===== src/rtl/date_bcd_counter.sv =====
// BCD day/month/year calendar counter with validated per-field loading.
// Optional leap-year support is enabled by defining LEAP_YEAR_EN.
module date_bcd_counter #(
  parameter int unsigned YEAR_DIGITS = 2,
  parameter logic [7:0]  RESET_DAY   = 8'h01,
  parameter logic [7:0]  RESET_MONTH = 8'h01,
  parameter logic [15:0] RESET_YEAR  = 16'h0000
) (
  input  logic                     clk,
  input  logic                     rst_n,
  input  logic                     ce,
  input  logic                     ld,
  input  logic [1:0]               fsel,
  input  logic [7:0]               di,
  output logic [7:0]               dd,
  output logic [7:0]               mm,
  output logic [4*YEAR_DIGITS-1:0] yy,
  output logic                     co_m,
  output logic                     co_y,
  output logic                     err
);

  localparam int unsigned YW = 4 * YEAR_DIGITS;
  // Bit offset of the year high byte; collapses onto the low byte when it does not exist.
  localparam int unsigned HI_LSB = (YW > 8) ? 8 : 0;

  logic [7:0]    dd_q, dd_d;
  logic [7:0]    mm_q, mm_d;
  logic [YW-1:0] yy_q, yy_d;
  logic          co_m_q, co_m_d;
  logic          co_y_q, co_y_d;
  logic          err_q, err_d;

  function automatic logic [7:0] bcd_inc8(input logic [7:0] v);
    logic [7:0] r;
    if (v[3:0] == 4'h9) r = {v[7:4] + 4'h1, 4'h0};
    else                r = {v[7:4], v[3:0] + 4'h1};
    return r;
  endfunction

  function automatic logic [YW-1:0] bcd_inc_year(input logic [YW-1:0] v);
    logic [YW-1:0] r;
    logic          carry;
    r     = v;
    carry = 1'b1;
    for (int i = 0; i < int'(YEAR_DIGITS); i++) begin
      if (carry) begin
        if (r[4*i +: 4] == 4'h9) begin
          r[4*i +: 4] = 4'h0;
        end else begin
          r[4*i +: 4] = r[4*i +: 4] + 4'h1;
          carry       = 1'b0;
        end
      end
    end
    return r;
  endfunction

  function automatic logic [7:0] dim_of(input logic [7:0] m, input logic leap);
    logic [7:0] r;
    case (m)
      8'h02:                      r = leap ? 8'h29 : 8'h28;
      8'h04, 8'h06, 8'h09, 8'h11: r = 8'h30;
      default:                    r = 8'h31;
    endcase
    return r;
  endfunction

`ifdef LEAP_YEAR_EN
  function automatic logic div4(input logic [7:0] b);
    logic r;
    if (b[4]) r = (b[3:0] == 4'h2) || (b[3:0] == 4'h6);
    else      r = (b[3:0] == 4'h0) || (b[3:0] == 4'h4) || (b[3:0] == 4'h8);
    return r;
  endfunction

  // Century years (low byte 00) defer to the high byte: 2000 leap, 1900 not.
  function automatic logic is_leap(input logic [YW-1:0] y);
    logic r;
    if (YEAR_DIGITS == 4 && y[7:0] == 8'h00) r = div4(y[HI_LSB +: 8]);
    else                                     r = div4(y[7:0]);
    return r;
  endfunction
`endif

  logic [7:0]    ld_month;
  logic [YW-1:0] ld_year;
  logic          ld_leap;
  logic          cur_leap;
  logic [7:0]    ld_dim;
  logic [7:0]    cur_dim;
  logic [7:0]    ld_day;
  logic          nib_ok;
  logic          ld_ok;

  // Candidate month/year after the load; unchanged fields keep their current value.
  always_comb begin
    ld_month = (fsel == 2'b01) ? di : mm_q;
    ld_year  = yy_q;
    if (fsel == 2'b10) ld_year[7:0] = di;
    if (fsel == 2'b11 && YEAR_DIGITS == 4) ld_year[HI_LSB +: 8] = di;
  end

`ifdef LEAP_YEAR_EN
  assign ld_leap  = is_leap(ld_year);
  assign cur_leap = is_leap(yy_q);
`else
  assign ld_leap  = 1'b0;
  assign cur_leap = 1'b0;
`endif

  assign ld_dim  = dim_of(ld_month, ld_leap);
  assign cur_dim = dim_of(mm_q, cur_leap);
  assign nib_ok  = (di[7:4] <= 4'h9) && (di[3:0] <= 4'h9);

  always_comb begin
    ld_ok  = 1'b0;
    ld_day = (dd_q > ld_dim) ? ld_dim : dd_q;
    unique case (fsel)
      2'b00: begin
        ld_ok  = nib_ok && (di != 8'h00) && (di <= ld_dim);
        ld_day = di;
      end
      2'b01:   ld_ok = nib_ok && (di != 8'h00) && (di <= 8'h12);
      2'b10:   ld_ok = nib_ok;
      2'b11:   ld_ok = nib_ok && (YEAR_DIGITS == 4);
      default: ld_ok = 1'b0;
    endcase
  end

  always_comb begin
    dd_d   = dd_q;
    mm_d   = mm_q;
    yy_d   = yy_q;
    co_m_d = 1'b0;
    co_y_d = 1'b0;
    err_d  = 1'b0;
    if (ld) begin
      if (ld_ok) begin
        dd_d = ld_day;
        mm_d = ld_month;
        yy_d = ld_year;
      end else begin
        err_d = 1'b1;
      end
    end else if (ce) begin
      if (dd_q < cur_dim) begin
        dd_d = bcd_inc8(dd_q);
      end else begin
        dd_d   = 8'h01;
        co_m_d = 1'b1;
        if (mm_q == 8'h12) begin
          mm_d   = 8'h01;
          yy_d   = bcd_inc_year(yy_q);
          co_y_d = 1'b1;
        end else begin
          mm_d = bcd_inc8(mm_q);
        end
      end
    end
  end

  always_ff @(posedge clk or negedge rst_n) begin
    if (!rst_n) begin
      dd_q   <= RESET_DAY;
      mm_q   <= RESET_MONTH;
      yy_q   <= RESET_YEAR[YW-1:0];
      co_m_q <= 1'b0;
      co_y_q <= 1'b0;
      err_q  <= 1'b0;
    end else begin
      dd_q   <= dd_d;
      mm_q   <= mm_d;
      yy_q   <= yy_d;
      co_m_q <= co_m_d;
      co_y_q <= co_y_d;
      err_q  <= err_d;
    end
  end

  assign dd   = dd_q;
  assign mm   = mm_q;
  assign yy   = yy_q;
  assign co_m = co_m_q;
  assign co_y = co_y_q;
  assign err  = err_q;

endmodule


===== config.mk =====
export PLATFORM = sky130hd
export DESIGN_NAME = date_bcd_counter
export DESIGN_NICKNAME = d
export VERILOG_FILES = /design/src/rtl/date_bcd_counter.sv
export SDC_FILE = /design/constraint.sdc
export NUM_CORES = 1
export LEC_CHECK = 0
export CORE_UTILIZATION = 45
export DETAILED_ROUTE_END_ITERATION = 16
export GPL_ROUTABILITY_DRIVEN = 0
export PLACE_DENSITY = 0.79
export SLEW_MARGIN = 20
export SYNTH_ARGS = -nofsm -noshare
export SYNTH_HDL_FRONTEND = slang
export SYNTH_SLANG_ARGS = --single-unit

===== constraint.sdc =====
create_clock -name clk -period 7.2 [get_ports clk]
set_input_delay 1.44 -clock clk [delete_from_list [all_inputs] [get_ports clk]]
set_output_delay 1.44 -clock clk [all_outputs]
set_load 0.01 [all_outputs]

==> metrics, run 1 <==
run status=completed; family with the most delay on the worst path=compound AO/OA/AOI/OAI gates; synth top area cells=dfrtp_1 (25%), ha_1 (6.0%), o21ai_0 (5.4%); vias in the first global route=2,286; shortest period the worst path allows=5.755 ns; Synth Register Bits=27; Hold Path Depth=2; Yosys top cell area share=25.00%; CP max-delay cell=clkdlybuf4s50_1; CTS H-Tree Depth=1; final WL=6771 µm; port bufs=40; Max Clock Freq=173.7 MHz; crit path DAT=5.94 ns; hold path start=dd[0]; layout cell share with drive strength beyond 1=8.657%; RSZ-0062 raised after global routing=false; first-pass GRT wire length=11,390 µm; clock tree sinks=27; RR Endpoint=dd[4]; Ant. Diodes=0; All-Layer GR Usage=23.76%; pre-CTS setup slack=1.190 ns; Worst Path Max Fanout=13; CP Buf/Inv Count=2; Die Span Y=76.57 µm; Setup TNS Final=0 ns; Post-DRT Antenna Nets=0; Routed wire per std cell=16.72 µm; Hold/Removal Path Class=flip-flop to flip-flop; post-CTS sizing=0; die width=76.57 µm; Post-Syn Instances=308; design area=2945 µm²; max cap viols=0; Netlist cell types=73; initial antenna violation count=0; postcts setup bufs=0; hold endpoint=dd[0]; Post-Syn Nets=334; CTS tree=yes; Initial Util=47.78%; Residual DRC=0; # IOs=41; largest net degree at the start of global routing=32; most frequent cell after synthesis=nor2_1; Clock Pin Slew Worst Setup and Hold Paths=0.10 ns; dpl hpwl=4867 µm; drt pass-1 iters=5; via density per instance=6.264; clock latency on the worst-skew pair=0.29 ns; CORE AREA=5238 µm²; CTS Hold Buffers Added=0; worst-margin pin slew=0.6586 ns; post-synthesis async set-or-reset flop share=100.0%; std cell rows=26; Slew headroom=56.00%; Inst Count DP=401; Nets=362; number of fillers in the final layout=486; TritonCTS buffer count=3; leading area contributor after synthesis=dfrtp_1; clk root buf=clkbuf_8; leakage power total=1.156 nW; most frequent cells after synthesis=nor2_1 (32), o21ai_0 (27), dfrtp_1 (25), nand2_1 (25), inv_1 (17); Worst setup startpoint=fsel[0]; gr ovfl total=0; initial drt markers=372; fin cells=405; Synth Cell Area=2502 µm²; CP peak stage delay=0.68 ns; DP Area=2899 µm²; Syn Area/Cell=8.125 µm²; FF-to-FF setup slack=3.39 ns; Final Skew=0.006684 ns; DR vias=2,537; peak supply drop=152.0 µV; Warnings, synthesis=0; Worst Path Required=7.38 ns; FF-to-FF path depth=12; Final WS setup=1.445 ns; Primary FF master, synth=dfrtp_1; P&R area growth vs syn=17.70%; Final Setup Violations=0; Slew Viols, Final=0; Die ar.=5863 µm²; sequential cell area fraction in the yosys report=27.10%; final clock period utilization by the worst path=79.94%; Critical Path, Cell by Cell=clkdlybuf4s50_1, nor2b_1, mux2_4, or3_1, nor2_1, inv_1, ha_1, a211o_1, a211o_1, a31oi_1, and4b_4, a211o_1, o32a_1; Setup Crit Path Kind=input port to flip-flop; deepest clock path buffer count=2; Cell Pwr Density=334.1 nW/µm²; Core Util, Final=56.24%; CP endpoint kind=flip-flop; final hold vios=0; Top cell by count, worst path=a211o_1; Post-synth EDFFs=0; Setup crit start kind=input port; reg2reg start=mm[3]
worst max-delay path by stage:
stage,cells after the start,end
floorplan,16,dd[1]
CTS,15,dd[6]
global placement,15,dd[6]
global route,15,dd[6]
finish,13,dd[4]
detailed placement,15,dd[6]
cell type report:
type                       count  area [µm²]  area share (%)
multi-input combinational    245        1654           56.16
sequential                    27       678.2           23.02
timing repair buffer          42       415.4           14.10
tap                           70       87.58           2.974
inverter                      17       63.81           2.167
clock buffer                   3       41.29           1.402
clock inverter                 1       5.005          0.1699
cells by family after synthesis:
| kind of cell | count (synthesis) | synth area share (%) |
|---|---|---|
| simple gates | 118 | 25.20 |
| fa+ha+maj | 12 | 6.000 |
| buf+inv | 36 | 6.800 |
| xor+xnor | 3 | 1.050 |
| mux | 14 | 6.150 |
| compound gates | 98 | 27.70 |
| flops | 27 | 27.10 |
worst reg2reg max path, stage by stage (launching register included):
cell and delay [ns]:
dfrtp_1 0.52, nor3_1 0.23, mux2i_1 0.17, or3_1 0.36, nor2_1 0.27, inv_1 0.12, ha_1 0.22, a211o_1 0.30
a211o_1 0.27, a31oi_1 0.15, and4b_4 0.24, a211o_1 0.46, o32a_1 0.40
layer usage:
metal / vias up / GRT usage (%) / routed length [µm]
li1: 1203 / - / -
met1: 1197 / 34.00 / 3083
met2: 129 / 36.49 / 3033
met3: 8 / 3.353 / 562
met4: 0 / 7.885 / 91
met5: - / 0 / 0
placed cells by master, fill, tap and decap left out, types with 3 or more instances in the layout:
| master | instances |
|---|---|
| inv_1 | 17 |
| nand4_1 | 4 |
| nor2b_1 | 6 |
| mux2i_1 | 8 |
| a22o_1 | 4 |
| clkbuf_8 | 3 |
| o32a_1 | 4 |
| o22ai_1 | 5 |
| nand2b_1 | 3 |
| o21ai_0 | 27 |
| dfrtp_1 | 25 |
| a21oi_1 | 11 |
| a31oi_1 | 3 |
| ha_1 | 12 |
| clkdlybuf4s50_1 | 40 |
| mux2_2 | 4 |
| nand3_1 | 8 |
| o21ai_1 | 6 |
| nand2_1 | 25 |
| nor2_1 | 32 |
| nor3_1 | 13 |
| a211o_1 | 8 |
| or2_2 | 3 |
| a211oi_1 | 5 |
stage by stage:
step           hold slack [ns]  power [W]
6_report                0.5624  0.0009841
3_3_place_gp            0.5383  0.0008747
3_5_place_dp            0.5467  0.0008848
2_1_floorplan           0.5232  0.0006759
4_1_cts                 0.5652  0.0009819
5_1_grt                 0.5995   0.001066
flip-flops by register name (all words and copies together) (netlist names):
name  cells
dd        8
mm        8
yy        8
co_m      1
co_y      1
err       1
report_power, final:
| part | switching, W | internal (W) | leakage [nW] |
|---|---|---|---|
| combinational | 0.000277 | 0.000282 | 0.803 |
| sequential | 0.000119 | 0.000213 | 0.328 |
| clock | 0.0000541 | 0.0000390 | 0.0255 |
| total | 0.000451 | 0.000534 | 1.16 |
Note: power is estimated with default switching activity, not from simulation.
==> run 2, diff against run 1 <==
- PLACE_DENSITY: 0.79 -> 0.82
- clock period: 7.2 -> 4.9 ns (I/O delays scaled with it)
==> run 2 against run 1 <==
  * Count of clock-buffer cells in the layout unchanged
  * Clock skew grew 0.0030 ns
  * Final area is 2.9% higher
  * Power rose by 48%
  * Setup slack lost 1.1 ns
  * Combinational power grew 49%
  * Wire length is 0.89% higher
  * Largest cell class unchanged
==> metrics, run 2 (synthesis results as in run 1) <==
run status=completed; Hold WS=0.5553 ns; CP endpoint kind=flip-flop; clk root buf=clkbuf_8; final hold vios=0; Setup Crit Path Kind=input port to flip-flop; Core Util, Final=57.86%; Die ar.=5863 µm²; max cap viols=0; Setup TNS Final=0 ns; Post-DRT Antenna Nets=0; Cell Pwr Density=479.6 nW/µm²; Slew Viols, Final=0; TritonCTS buffer count=3; final WL=6831 µm; leakage power total=1.206 nW; P&R area growth vs syn=21.10%; Final Skew=0.009646 ns; peak supply drop=225.1 µV; first-pass GRT wire length=11,500 µm; Final Setup Violations=0; commonest non-fill, non-tap cell in the layout=clkdlybuf4s50_1; shortest period the worst path allows=4.559 ns; most frequent cells in the layout=clkdlybuf4s50_1 (40), nor2_1 (32), o21ai_0 (27); crit path DAT=4.74 ns; Clock Pin Slew Worst Setup and Hold Paths=0.10 ns; initial antenna violation count=0; deepest clock path buffer count=2; initial drt markers=257; Worst Path Required=5.08 ns; CTS tree=yes; port bufs=40; layout cell share with drive strength beyond 1=11.56%; Slew headroom=60.79%; # IOs=41; Setup crit start kind=input port; CTS Hold Buffers Added=0; CTS H-Tree Depth=1; via density per instance=6.197; Routed wire per std cell=16.42 µm; vias in the first global route=2,375; Die Span Y=76.57 µm; CORE AREA=5238 µm²; die width=76.57 µm; Nets=373; All-Layer GR Usage=23.97%; Residual DRC=0; DR vias=2,578; Worst Path Max Fanout=13; dpl hpwl=5013 µm; largest net degree at the start of global routing=32; RSZ-0062 raised after global routing=false; Ant. Diodes=0; postcts setup bufs=0; std cell rows=26; clock latency on the worst-skew pair=0.29 ns; post-CTS sizing=0; final clock period utilization by the worst path=93.03%; worst-margin pin slew=0.5876 ns; clock tree sinks=27; Initial Util=47.78%; drt pass-1 iters=5; gr ovfl total=0; Hold/Removal Path Class=flip-flop to flip-flop; Max Clock Freq=219.4 MHz
## run 2: cell count changes in the layout (fill, tap and decap cells not counted)
cell        before  now
clkinvlp_4       0    1
clkinv_2         1    0
buf_4            2   13
## run 2: power breakdown
group	total, W	internal, W	switching, W	leakage [nW]
logic	0.000835	0.000420	0.000415	0.856
clock network	0.000137	0.0000581	0.0000789	0.0217
registers	0.000482	0.000313	0.000169	0.328
## run 2: stage by stage
stage | power, W | setup WS (ns) | std cells | area, µm²
after global placement | 0.001285 | 0.1892 | 412 | 2982
final | 0.001453 | 0.3415 | 416 | 3030
after global routing | 0.001562 | 0.1369 | 416 | 3030
after detailed placement | 0.001309 | 0.06175 | 412 | 2982
after floorplan | 0.0009932 | 0.5830 | 308 | 2502
after CTS | 0.001447 | 0.3802 | 416 | 3030
## run 2: final timing paths
kind	start	end	slack [ns]	cells after the start
max	fsel[0]	dd[6]	0.34	15
min	dd[0]	dd[0]	0.56	2
max reg2reg	mm[3]	dd[6]	1.20	14
min reg2reg	dd[0]	dd[0]	0.56	2
max in group asynchronous	rst_n	mm[0]	3.53	2
min in group asynchronous	rst_n	yy[2]	1.05	2
## run 2: area by class of cell
class | instances | area, µm²
clock inverters | 1 | 7.507
well taps | 70 | 87.58
clock buffers | 3 | 41.29
repair buffers | 53 | 498.0
fillers | 457 | 2207
multi-input cells | 245 | 1654
inverters | 17 | 63.81
flip-flops and latches | 27 | 678.2
## run 2: routing by layer
metal	global-route usage (%)	share of wire (%)
met2	39.55	46
met4	8.654	1.8
met3	2.994	8.3
met1	32.02	44
met5	0	0
## run 2: worst max-delay path, cell delays in order
cell and delay, ns:
clkdlybuf4s50_1 0.47, nor2b_1 0.22, mux2_4 0.35, or3_1 0.41, nor2_1 0.16, inv_1 0.09, ha_1 0.31, nand3_1 0.13
nor3_2 0.05, a2111oi_0 0.40, a31oi_1 0.07, and4b_4 0.38, a211o_1 0.40, nor3_1 0.11, o32a_1 0.18
==> run 3, diff against run 2 <==
- CORE_UTILIZATION: 45 -> 49
- PLACE_DENSITY: 0.82 -> 0.87
- SLEW_MARGIN: 20 -> not set
==> run 3 against run 2 <==
  * Worst hold slack gained 0.0061 ns
  * Combinational power grew 1%
  * Die area is 8.0% lower
  * Global-route usage is 2.6 points higher
  * Via count increased by 2.8%
  * Non-clock buffer count increased by 1
  * Maximum frequency fell by 0.79%
  * Clock skew fell by 0.00094 ns
  * Final area about the same
  * Wire length shrank 0.19%
  * Critical path depth fell by 1
  * Flip-flop and latch count unchanged
  * Highest routed layer unchanged
==> metrics, run 3 (synthesis results as in run 1) <==
run status=completed; postcts setup bufs=0; final clock period utilization by the worst path=93.78%; Hold WS=0.5614 ns; Post-DRT Antenna Nets=0; Setup TNS Final=0 ns; initial drt markers=286; Worst Path Max Fanout=6; via density per instance=6.401; P&R area growth vs syn=21.15%; Die Span Y=73.46 µm; Max Clock Freq=217.6 MHz; Setup Crit Path Kind=input port to flip-flop; clk root buf=clkbuf_8; vias in the first global route=2,372; leakage power total=1.212 nW; Slew Viols, Final=0; Worst Path Required=5.02 ns; layout cell share with drive strength beyond 1=11.82%; post-CTS sizing=0; CP peak stage delay=0.46 ns; Die ar.=5396 µm²; most frequent cells in the layout=clkdlybuf4s50_1 (40), nor2_1 (32), o21ai_0 (27); commonest non-fill, non-tap cell in the layout=clkdlybuf4s50_1; CP Buf/Inv Count=2; peak supply drop=275.2 µV; layer with the highest usage=met2; dpl hpwl=5009 µm; Hold/Removal Path Class=flip-flop to flip-flop; initial antenna violation count=0; largest net degree at the start of global routing=31; gr ovfl total=0; CORE AREA=4817 µm²; Ant. Diodes=0; CTS tree=yes; crit path DAT=4.71 ns; DR vias=2,650; clock tree sinks=27; Clock Pin Slew Worst Setup and Hold Paths=0.10 ns; final hold vios=0; std cell rows=25; met3 Usage GRT=3.155%; # IOs=41; final WL=6818 µm; grt met2 use=43.32%; first-pass GRT wire length=11,230 µm; pre-CTS setup slack=0.01679 ns; clock latency on the worst-skew pair=0.28 ns; Setup crit start kind=input port; FF-to-FF setup slack=1.22 ns; All-Layer GR Usage=26.58%; Critical Path, Cell by Cell=clkdlybuf4s50_1, nor2b_1, mux2_4, or3_1, nor2_1, inv_1, ha_1, a211o_1, a211o_1, a31oi_1, and4b_4, a211oi_4, mux2i_1, o311ai_0; Initial Util=51.95%; Top cell by count, worst path=a211o_1; Routed wire per std cell=16.47 µm; CTS H-Tree Depth=1; family with the most delay on the worst path=compound AO/OA/AOI/OAI gates; Nets=374; deepest clock path buffer count=2; RSZ-0062 raised after global routing=false; CP endpoint kind=flip-flop; Final WS setup=0.3050 ns; Slew headroom=62.14%; Final Skew=0.008709 ns; die width=73.46 µm; Cell Pwr Density=480.1 nW/µm²; shortest period the worst path allows=4.595 ns; Residual DRC=0; TritonCTS buffer count=3; global routing usage on met1=36.28%; PnR Total Power=0.001456 W; CTS Hold Buffers Added=0; Final Setup Violations=0; max cap viols=0; drt pass-1 iters=5; worst-margin pin slew=0.5673 ns; CP max-delay cell=clkdlybuf4s50_1; port bufs=40
[run 3: layout make-up]
class	instances	area, µm²
clock buffers	4	45.04
inverters	17	63.81
multi-input cells	245	1655
fillers	431	1785
repair buffers	54	505.5
well taps	67	83.83
flip-flops and latches	27	678.2
[run 3: through the flow]
stage	utilization, %	std cells	cell area, µm²
2_1_floorplan	-	308	2502
3_3_place_gp	61.97	410	2985
3_5_place_dp	61.97	410	2985
4_1_cts	62.91	414	3030
5_1_grt	62.94	414	3032
6_report	62.94	414	3032
[run 3: power breakdown]
group	leakage [nW]	total, W	switching (W)	internal [W]
registers	0.328	0.000481	0.000168	0.000313
logic	0.861	0.000843	0.000418	0.000425
clock network	0.0228	0.000132	0.0000731	0.0000584
total	1.21	0.00146	0.000659	0.000796
[run 3: tightest hold or removal path, stage by stage (launching register included)]
cell and delay, ns:
dfstp_2 0.43, nand2_1 0.06, o21ai_0 0.07
[run 3: metal layers]
metal	up-vias	share of wire [%]
met5	-	0
met3	34	9.0
met2	162	46
met4	0	3.0
li1	1219	-
met1	1235	42
[run 3: worst paths after layout]
path,startpoint,to,depth (start not counted)
worst max-delay path,fsel[0],mm[4],14
min in group asynchronous,rst_n,yy[0],2
worst min-delay path,dd[0],dd[0],2
worst max register to register,mm[3],mm[4],13
worst min register to register,dd[0],dd[0],2
max in group asynchronous,rst_n,dd[0],2
